File: src/rtl/tcp_vlg_pkg.sv
// tcp_vlg_pkg: shared types, defaults and modulo-2^32 sequence helpers
// for the TCP engine blocks.
package tcp_vlg_pkg;
   typedef enum logic [2:0] {IDLE, GRANT, WAIT_ACK, RTX, DCN} rtx_state_t;
   localparam int RTO_TICKS_DEF = 1000000;
   localparam int RTO_W_DEF = 20;
   localparam int MAX_RETRIES_DEF = 5;
   localparam int DUP_ACK_THR_DEF = 3;
   function automatic logic seq_ge(input logic [31:0] a, input logic [31:0] b);
      logic [31:0] d;
      d = a - b;
      return ~d[31];
   endfunction
endpackage

File: src/rtl/tcp_rto_timer.sv
// tcp_rto_timer: loadable/clearable up-counter whose expiry pulse fires
// while enabled on the count TICKS-1; clear wins over load and increment.
module tcp_rto_timer #(
   parameter int W = 20,
   parameter int TICKS = 1000
) (
   input  logic         clk,
   input  logic         rst,
   input  logic         clr,
   input  logic         load,
   input  logic [W-1:0] load_val,
   input  logic         en,
   output logic         expired
);
   logic [W-1:0] cnt;
   assign expired = en && cnt == W'(TICKS - 1);
   always_ff @(posedge clk) begin
      if (rst || clr) cnt <= '0;
      else if (load) cnt <= load_val;
      else if (en) cnt <= cnt + 1'b1;
   end
endmodule

File: src/rtl/tcp_tx_rtx_sched.sv
// tcp_tx_rtx_sched: grants packet transmission, tracks the single oldest
// unacknowledged packet, and drives timeout/fast retransmit and abort.
module tcp_tx_rtx_sched
   import tcp_vlg_pkg::*;
#(
   parameter int RTO_TICKS = RTO_TICKS_DEF,
   parameter int RTO_W = RTO_W_DEF,
   parameter int MAX_RETRIES = MAX_RETRIES_DEF,
   parameter int DUP_ACK_THR = DUP_ACK_THR_DEF
) (
   input  logic        clk,
   input  logic        rst,
   input  logic        init,
   input  logic [31:0] init_seq,
   input  logic        send,
   input  logic [31:0] pld_seq,
   input  logic [15:0] pld_len,
   input  logic        sent,
   input  logic        ack_vld,
   input  logic [31:0] ack_num,
   output logic        req,
   output logic        rtx,
   output logic [31:0] rtx_seq,
   output logic [31:0] last_seq,
   output logic        dup_det,
   output logic [31:0] dup_ack,
   output logic        force_dcn
);
   rtx_state_t state;
   logic [31:0] out_seq, out_end;
   logic [7:0] retries, dups;
   logic busy, ack_full, ack_dup, ack_part, dup_hit, tmr_clr, tmr_exp;
   assign busy = state == GRANT || state == WAIT_ACK;
   assign ack_full = seq_ge(ack_num, out_end);
   assign ack_dup = !ack_full && ack_num == last_seq;
   assign ack_part = !ack_full && !ack_dup && seq_ge(ack_num, last_seq);
   assign dup_hit = state == WAIT_ACK && ack_vld && ack_dup && int'(dups) >= DUP_ACK_THR - 1;
   assign tmr_clr = init || (state == GRANT && sent) || (busy && ack_vld && ack_part);
   // sent drops the grant combinationally so the engine never sees a second cycle
   assign req = state == GRANT && !sent;
   tcp_rto_timer #(.W(RTO_W), .TICKS(RTO_TICKS)) u_tmr (
      .clk(clk), .rst(rst), .clr(tmr_clr), .load(1'b0), .load_val('0),
      .en(state == WAIT_ACK), .expired(tmr_exp)
   );
   always_ff @(posedge clk) begin
      if (rst) begin
         state <= IDLE;
         {out_seq, out_end, retries, dups} <= '0;
         {rtx, rtx_seq, last_seq, dup_det, dup_ack, force_dcn} <= '0;
      end else if (init) begin
         state <= IDLE;
         last_seq <= init_seq;
         {retries, dups, rtx, dup_det, force_dcn} <= '0;
      end else begin
         dup_det <= 1'b0;
         case (state)
            IDLE: if (send) begin
               out_seq <= pld_seq;
               out_end <= pld_seq + 32'(pld_len);
               state <= GRANT;
            end
            GRANT, WAIT_ACK: begin
               if (state == GRANT && sent) begin
                  rtx <= 1'b0;
                  state <= WAIT_ACK;
               end
               if (ack_vld && ack_full) begin
                  last_seq <= ack_num;
                  {retries, dups, rtx} <= '0;
                  state <= IDLE;
               end else begin
                  if (ack_vld && ack_part) begin
                     last_seq <= ack_num;
                     out_seq <= ack_num;
                     dups <= '0;
                  end
                  if (ack_vld && ack_dup) dups <= dup_hit ? 8'd0 : dups + 8'd1;
                  if (dup_hit) begin
                     dup_det <= 1'b1;
                     dup_ack <= ack_num;
                  end
                  // a partial ack restarts the timer, so it also cancels a same-cycle expiry
                  if (state == WAIT_ACK && (dup_hit || (tmr_exp && !(ack_vld && ack_part)))) state <= RTX;
               end
            end
            RTX: if (int'(retries) == MAX_RETRIES) begin
               force_dcn <= 1'b1;
               state <= DCN;
            end else begin
               retries <= retries + 8'd1;
               rtx <= 1'b1;
               rtx_seq <= out_seq;
               state <= GRANT;
            end
            default: ;
         endcase
      end
   end
endmodule

File: config.mk
export PLATFORM = sky130hd
export DESIGN_NAME = tcp_tx_rtx_sched
export DESIGN_NICKNAME = d
export VERILOG_FILES = /design/src/rtl/tcp_vlg_pkg.sv /design/src/rtl/tcp_rto_timer.sv /design/src/rtl/tcp_tx_rtx_sched.sv
export SDC_FILE = /design/constraint.sdc
export NUM_CORES = 1
export LEC_CHECK = 0
export CAP_MARGIN = 20
export CORE_MARGIN = 2
export CORE_UTILIZATION = 45
export DETAILED_ROUTE_END_ITERATION = 8
export PLACE_DENSITY = 0.75
export SYNTH_ARGS = -nofsm -noshare
export SYNTH_HDL_FRONTEND = slang
export SYNTH_SLANG_ARGS = --single-unit
File: constraint.sdc
create_clock -name clk -period 4.15 [get_ports clk]
set_input_delay 0.83 -clock clk [delete_from_list [all_inputs] [get_ports clk]]
set_output_delay 0.83 -clock clk [all_outputs]
set_load 0.02 [all_outputs]
## Word level (Yosys, flattened, before mapping)

Cells that the tools add are included.

| cells by class | value |
|---|---|
| shifts and indexed selects | 0 |
| bitwise gates (word level) | 6 |
| add/subtract/negate cells | 6 |
| $lt $le $gt $ge | 1 |
| div/mod/pow operators | 0 |
| eq/ne operators | 13 |
| mux-type cells | 25 |
| reduce and logical (&&, ||, !) cells | 44 |
| multiply operators | 0 |

Operators with widths:

| cell | number |
|---|---|
| two-way mux 32 bit | 6 |
| one-hot mux 32 bit (2 select lines) | 1 |
| subtractor 32 bit | 2 |
| two-way mux 8 bit | 6 |
| adder 32 x 16 -> 32 bit | 1 |
| equality test 32 bit | 1 |
| adder 20 x 1 -> 20 bit (second input constant) | 1 |
| equality test 20 bit (second input constant) | 1 |
| adder 8 x 1 -> 8 bit (second input constant) | 2 |
| logical AND 1 bit | 16 |
| one-hot mux 8 bit (2 select lines) | 1 |
| two-way mux 3 bit | 5 |
| AND reduction 3 bit | 5 |
| inequality test 2 bit (second input constant) | 5 |
| one-hot mux 3 bit (3 select lines) | 1 |
| nonzero test 3 bit | 3 |
| equality test 8 x 4 -> 1 bit (second input constant) | 1 |
| greater-or-equal comparator 8 x 2 -> 1 bit (second input constant) | 1 |
| equality test 3 x 2 -> 1 bit (second input constant) | 2 |
| inverter 1 bit | 6 |
| AND reduction 2 bit | 3 |
| nonzero test 2 bit | 3 |
| logical OR 1 bit | 5 |
| AND reduction 5 bit | 1 |
| 10 further kinds | 16 |

| storage, ports and cells | value |
|---|---|
| bits of input ports | 118 |
| bits in registers | 202 |
| RAM bits | 0 |
| output and inout port bits | 100 |
| memories | 0 |
| bits in latches | 0 |
| logic and storage cells | 107 |
| memory bits (read-only) | 0 |

## Logic depth before layout (Yosys ltp)

Gate-level depths: netlist of the first run.

| depth | value |
|---|---|
| word-level depth | 13 |
| mapped depth | 14 |
| gate-level depth less buffers | 12 |

## Hierarchy

Synthesis of the first run repeated with hierarchy kept, for this count alone.

| second synthesis, totals | value |
|---|---|
| cell total of the unflattened synthesis | 1421 |
| area total of the unflattened synthesis | 11782.6 um^2 |

By module, submodules not included:

| module | sequential area each (um^2) | cells each | area each (um^2) | times used |
|---|---|---|---|---|
| tcp_tx_rtx_sched | 3643.5 | 1281 | 10654.0 | 1 |
| tcp_rto_timer | 400.4 | 140 | 1128.6 | 1 |

## Least setup slack after synthesis of the first run

No wires, ideal clock.

| timing path | value |
|---|---|
| kind | input -> register |
| start point | input ack_num[25] |
| end point | register out_seq[21] |
| slack | 0.908 ns |
| data required time | 4.059 ns |
| cell stages on the path | 11 |
| buffers on the path | 1 |
| data arrival time | 3.151 ns |
| setup time | 0.091 ns |
| cell sequence | ha_1 > nand3_1 > nor4_1 > and4_1 > o41ai_1 > o211a_1 > mux2i_2 > o41ai_4 > buf_2 > nor2_1 > a311oi_1 |

| on the way | value |
|---|---|
| cells in the longest elaborated chain, start to end | 8 |
| elaborated cells between the ends (all ways) | 14 |
| those cells by class | add/sub (2); eq/ne (3); bitwise (2); reduce/logical (7) |

RTL lines:

| what | RTL line | source |
|---|---|---|
| from (decl) | tcp_tx_rtx_sched.sv:20 | `input logic [31:0] ack_num,` |
| subtractor 32 bit / equality test 32 bit (equally long branches) | tcp_vlg_pkg.sv:11, tcp_tx_rtx_sched.sv:35 |  |
| logical AND 1 bit | tcp_tx_rtx_sched.sv:35 | `assign ack_dup = !ack_full && ack_num == last_seq;` |
| logical NOT 1 bit | tcp_tx_rtx_sched.sv:36 | `assign ack_part = !ack_full && !ack_dup && seq_ge(ack_num, last_seq);` |
| logical AND 1 bit (2 in a row) | tcp_tx_rtx_sched.sv:36 |  |
| logical AND 1 bit | tcp_tx_rtx_sched.sv:72 | `if (ack_vld && ack_part) begin` |
| inequality test 2 bit (no source line) | n/a |  |
| AND reduction 5 bit (no source line) (*) | n/a |  |
| to (signal assigned) | tcp_tx_rtx_sched.sv:58 | `out_seq <= pld_seq;` |
| to (signal assigned) | tcp_tx_rtx_sched.sv:74 | `out_seq <= ack_num;` |
| to (decl) | tcp_tx_rtx_sched.sv:30 | `logic [31:0] out_seq, out_end;` |

Every way passes the cells marked *; elsewhere a longest branch is shown, timed or not.
A chain may end at the register's enable or synchronous reset.

## Worst setup path after layout of the first run

| timing path | value |
|---|---|
| start point | input ack_num[20] |
| end point | register dups[0] |

| on the way | value |
|---|---|
| cells in the longest elaborated chain, start to end | 8 |
| elaborated cells between the ends (all ways) | 19 |
| those cells by class | add/sub (2); eq/ne (1); mux (3); bitwise (2); reduce/logical (11) |

RTL lines:

| what | RTL line | source |
|---|---|---|
| subtractor 32 bit / equality test 32 bit (equally long branches) | tcp_vlg_pkg.sv:11, tcp_tx_rtx_sched.sv:35 |  |
| logical AND 1 bit | tcp_tx_rtx_sched.sv:35 |  |
| logical NOT 1 bit | tcp_tx_rtx_sched.sv:36 |  |
| logical AND 1 bit (2 in a row) | tcp_tx_rtx_sched.sv:36 |  |
| logical AND 1 bit | tcp_tx_rtx_sched.sv:72 |  |
| nonzero test 3 bit (no source line) | n/a |  |
| AND reduction 2 bit (no source line) | n/a |  |
| to (signal assigned) | tcp_tx_rtx_sched.sv:77 | `if (ack_vld && ack_dup) dups <= dup_hit ? 8'd0 : dups + 8'd1;` |
| to (decl) | tcp_tx_rtx_sched.sv:31 | `logic [7:0] retries, dups;` |

Parallel ways exist; a longest one is shown, timed or not.

==> results.yml, run 1 <==
floorplanning:
  io_count: 218
  start_util_pct: 46.1
  die_width_um: 160
  core-area_um2: 23600
  dieHeight_um: 160
  row_count: 56
  design.die.area_um2: 25400
clock_tree:
  clkSinkCount: 202
  max-clock-path-buffers: 3
  post-cts-setup-buffers: 0
  numCtsBuffers: 23
  holdBufCountCts: 0
  clk_transition_reported_paths_ns: 0.06
  ctsResizeCount: 0
  clock-root-buffer: "sky130_fd_sc_hd__clkbuf_16"
  cts_max_level: 1
  cts_tree: "built"
  clkLatencyLatePin_ns: 0.52
logic_synthesis:
  synth_edf_count: 0
  syn-cell-area_um2: 10900
  count_of_synthesis_stage_warnings_from_yosys: 0
  synth_fp_nets: 1570
  yosysUniqueCellTypes: 58
  synth_cells: 1369
  share_of_the_synthesized_area_in_compound_gates_ao_oa_aoi_oai_pct: 16.4
  combinational_family_with_the_most_area_after_synthesis: "simple AND/OR/NAND/NOR gates"
  dominant_synthesized_flop_cell: "sky130_fd_sc_hd__dfxtp_1"
  fraction_of_the_mapped_netlist_area_in_simple_logic_gates_pct: 24.7
  synth_largest_type_area_fraction_pct: 37.2
  synth-adder-area-share_pct: 9.61
  synth_seq_area_share_pct: 37.2
  post_synth_main_area_contributors: "sky130_fd_sc_hd__dfxtp_1, sky130_fd_sc_hd__ha_1, sky130_fd_sc_hd__nand2_1"
  synth_top_area_cell: "sky130_fd_sc_hd__dfxtp_1"
  async_set_or_reset_register_ratio_after_synthesis_pct: 0
  syn_area_per_cell_um2: 7.95
  synth.area.mux_share_pct: 2.79
  synth_xor_xnor_area_share_pct: 3.70
  synth.ff_latch_count: 202
global_route:
  grt_pass1_wl_mm: 51.5
  grtUsageTotal_pct: 24.7
  maximum_number_of_pins_on_one_net_before_global_route_repair: 102
  grt.overflow.total: 0
  antenna_found_initial: 0
  number_of_global_route_vias_before_repair: 10000
sta:
  finalSetupViolCount: 0
  timing.clock.skew_ns: 0.0127
  final_slew_viol_count: 0
  final.min_clock_period_ns: 3.85
  unrepaired_setup_endpoints_after_global_routing: "false"
  tightest_slew_ns: 1.08
  fin_crit_sh_pct: 92.8
  timing.final.hold_violations: 0
  timing.slew.headroom_pct: 27.7
  maxClockFrequency_mhz: 260
flow_run:
  cap_violations: 0
final_layout:
  insertedDiodeCount: 0
  flow.area_growth_from_synthesis_pct: 32.5
  layout.cells.non_filler: 1934
  drive_above_1_share_pct: 7.43
  stdcell_area_um2: 14400
  nets: 1800
  utilization_pct: 61.1
run_status:
  status: "finished, final reports clean"
worst_setup_path:
  critPathLaunchType: "primary input"
  critical_path.endpoint_type: "flip-flop"
  worstPathRequired_ns: 4.52
  crit_fanout: 7
  worst_ep_arrival_time_ns: 4.22
  critical_path_class: "in2reg"
  regToRegSetupSlack_ns: 0.78
place:
  placed_cell_area_um2: 13700
  gp_congestion: 0.882
  dp.final_hpwl_mm: 24.1
  numPortBuffers: 217
  dp_cells: 1893
route:
  route.final.wire_length_mm: 32.0
  antenna_left: 0
  num_vias: 10500
  detail_route.vias_per_cell: 5.42
  first_pass_iters: 5
  drc: 0
  wl_per_cell_um: 16.5
  detail_route.iter0.violations: 747
hold_path:
  hold_path.class: "reg2reg"
power_and_ir_drop:
  worst_ir_drop_vdd_mv: 0.273
  powerDensity_nw_per_um2: 352
  power.static_leakage_nw: 5.39
[layer usage]
layer | part of all wire [%] | vias up | track usage (%) | routed length (um)
li1 | - | 5268 | - | -
met1 | 44 | 4815 | 31.8 | 13900
met5 | 0 | - | 0 | 0
met2 | 46 | 315 | 40.4 | 14600
met3 | 6.5 | 79 | 4.98 | 2070
met4 | 4.3 | 0 | 10.0 | 1360
[stage by stage]
stage               worst slack (ns)  hold slack [ns]  total power, mW  TNS (ns)
floorplan                      0.908            0.432             2.70         0
global placement              -0.151            0.438             3.12     -7.87
finish                         0.300            0.450             5.08         0
detailed placement            -0.144            0.442             3.14     -7.49
global route                  0.0418            0.465             5.30         0
CTS                            0.381            0.450             5.10         0
[critical path: stages]
cell and delay, ns:
sky130_fd_sc_hd__clkdlybuf4s50_1 0.64, sky130_fd_sc_hd__ha_1 0.30, sky130_fd_sc_hd__a21oi_1 0.12, sky130_fd_sc_hd__o21ai_0 0.13
sky130_fd_sc_hd__a221oi_1 0.37, sky130_fd_sc_hd__o211ai_1 0.17, sky130_fd_sc_hd__a31oi_1 0.34, sky130_fd_sc_hd__xnor2_1 0.35
sky130_fd_sc_hd__buf_4 0.27, sky130_fd_sc_hd__nor4_1 0.07, sky130_fd_sc_hd__o31ai_2 0.51, sky130_fd_sc_hd__nor2_1 0.11
[sequential cells by signal (all words and copies together), names as in the netlist]
signal / count
dup_ack: 32
u_tmr.cnt: 20
rtx_seq: 32
out_end: 32
dup_det: 1
out_seq: 32
rtx: 1
state: 3
retries: 8
force_dcn: 1
dups: 8
last_seq: 32
[cell type report]
type / count / area [um2]
clock buffers: 32 / 649
flip-flops and latches: 202 / 4040
clock inverters: 9 / 76.3
inverters: 82 / 308
multi-input cells: 1007 / 6250
well taps: 319 / 399
fillers: 2087 / 9190
repair buffers: 283 / 2700
[kinds of logic after synthesis]
logic type	count (synthesis)
AND/OR/NAND/NOR	566
adder cells (fa/ha/maj)	83
flip-flops	202
multiplexers	30
AO/OA/AOI/OAI	282
buffers and inverters	160
XOR/XNOR	46
[cells in the mapped netlist, drive strengths merged, types with 5 or more instances]
| library cell | count |
|---|---|
| dfxtp | 202 |
| nand2 | 198 |
| a21oi | 127 |
| nor2 | 114 |
| ha | 82 |
| inv | 81 |
| nor3 | 73 |
| clkbuf | 67 |
| a211oi | 49 |
| nor2b | 38 |
| nor4 | 37 |
| o21ai | 34 |
| mux2i | 30 |
| xnor2 | 29 |
| nand3 | 26 |
| or3 | 17 |
| xor2 | 17 |
| nand4 | 16 |
| a21o | 14 |
| a311oi | 12 |
| buf | 11 |
| o31ai | 9 |
| and3 | 7 |
| a31oi | 6 |
| and2 | 6 |
| and4 | 6 |
| or4 | 6 |
| nor3b | 5 |
| o21a | 5 |
| or2 | 5 |
[report_power, final]
part | switching [mW] | internal, mW | leakage, nW
sequential | 0.0591 | 2.03 | 1.65
combinational | 0.560 | 0.466 | 3.38
clock | 0.821 | 1.15 | 0.360
[worst paths after layout]
kind,startpoint,endpoint,depth (start not counted)
worst max register to register,last_seq[24],out_seq[8],12
worst max-delay path,ack_num[20],dups[0],12
worst min register to register,dup_ack[28],dup_ack[28],2
worst min-delay path,dup_ack[28],dup_ack[28],2
[cell usage in the layout, fill, tap and decap left out, drive strengths merged, types with 7 or more instances in the layout]
cell type and count:
nor3 73, inv 82, a211oi 49, nor2 114, nor4 37, nand3 26, a311oi 12, nand4 16
clkinv 7, a21oi 127, dfxtp 202, o31ai 9, or3 17, and3 7, nand2 198, clkdlybuf4s50 215
clkbuf 32, mux2i 30, xnor2 29, ha 82, nor2b 38, a21o 14, o21ai 34, buf 68
xor2 17
No activity file was read; power rests on OpenSTA's default activity.
==> inputs of run 2 (changes only) <==
- CTS_CLUSTER_DIAMETER: unset -> 200
==> results of run 2 <==
Same layout as run 1: the final DEF is identical, and so are final timing and power.
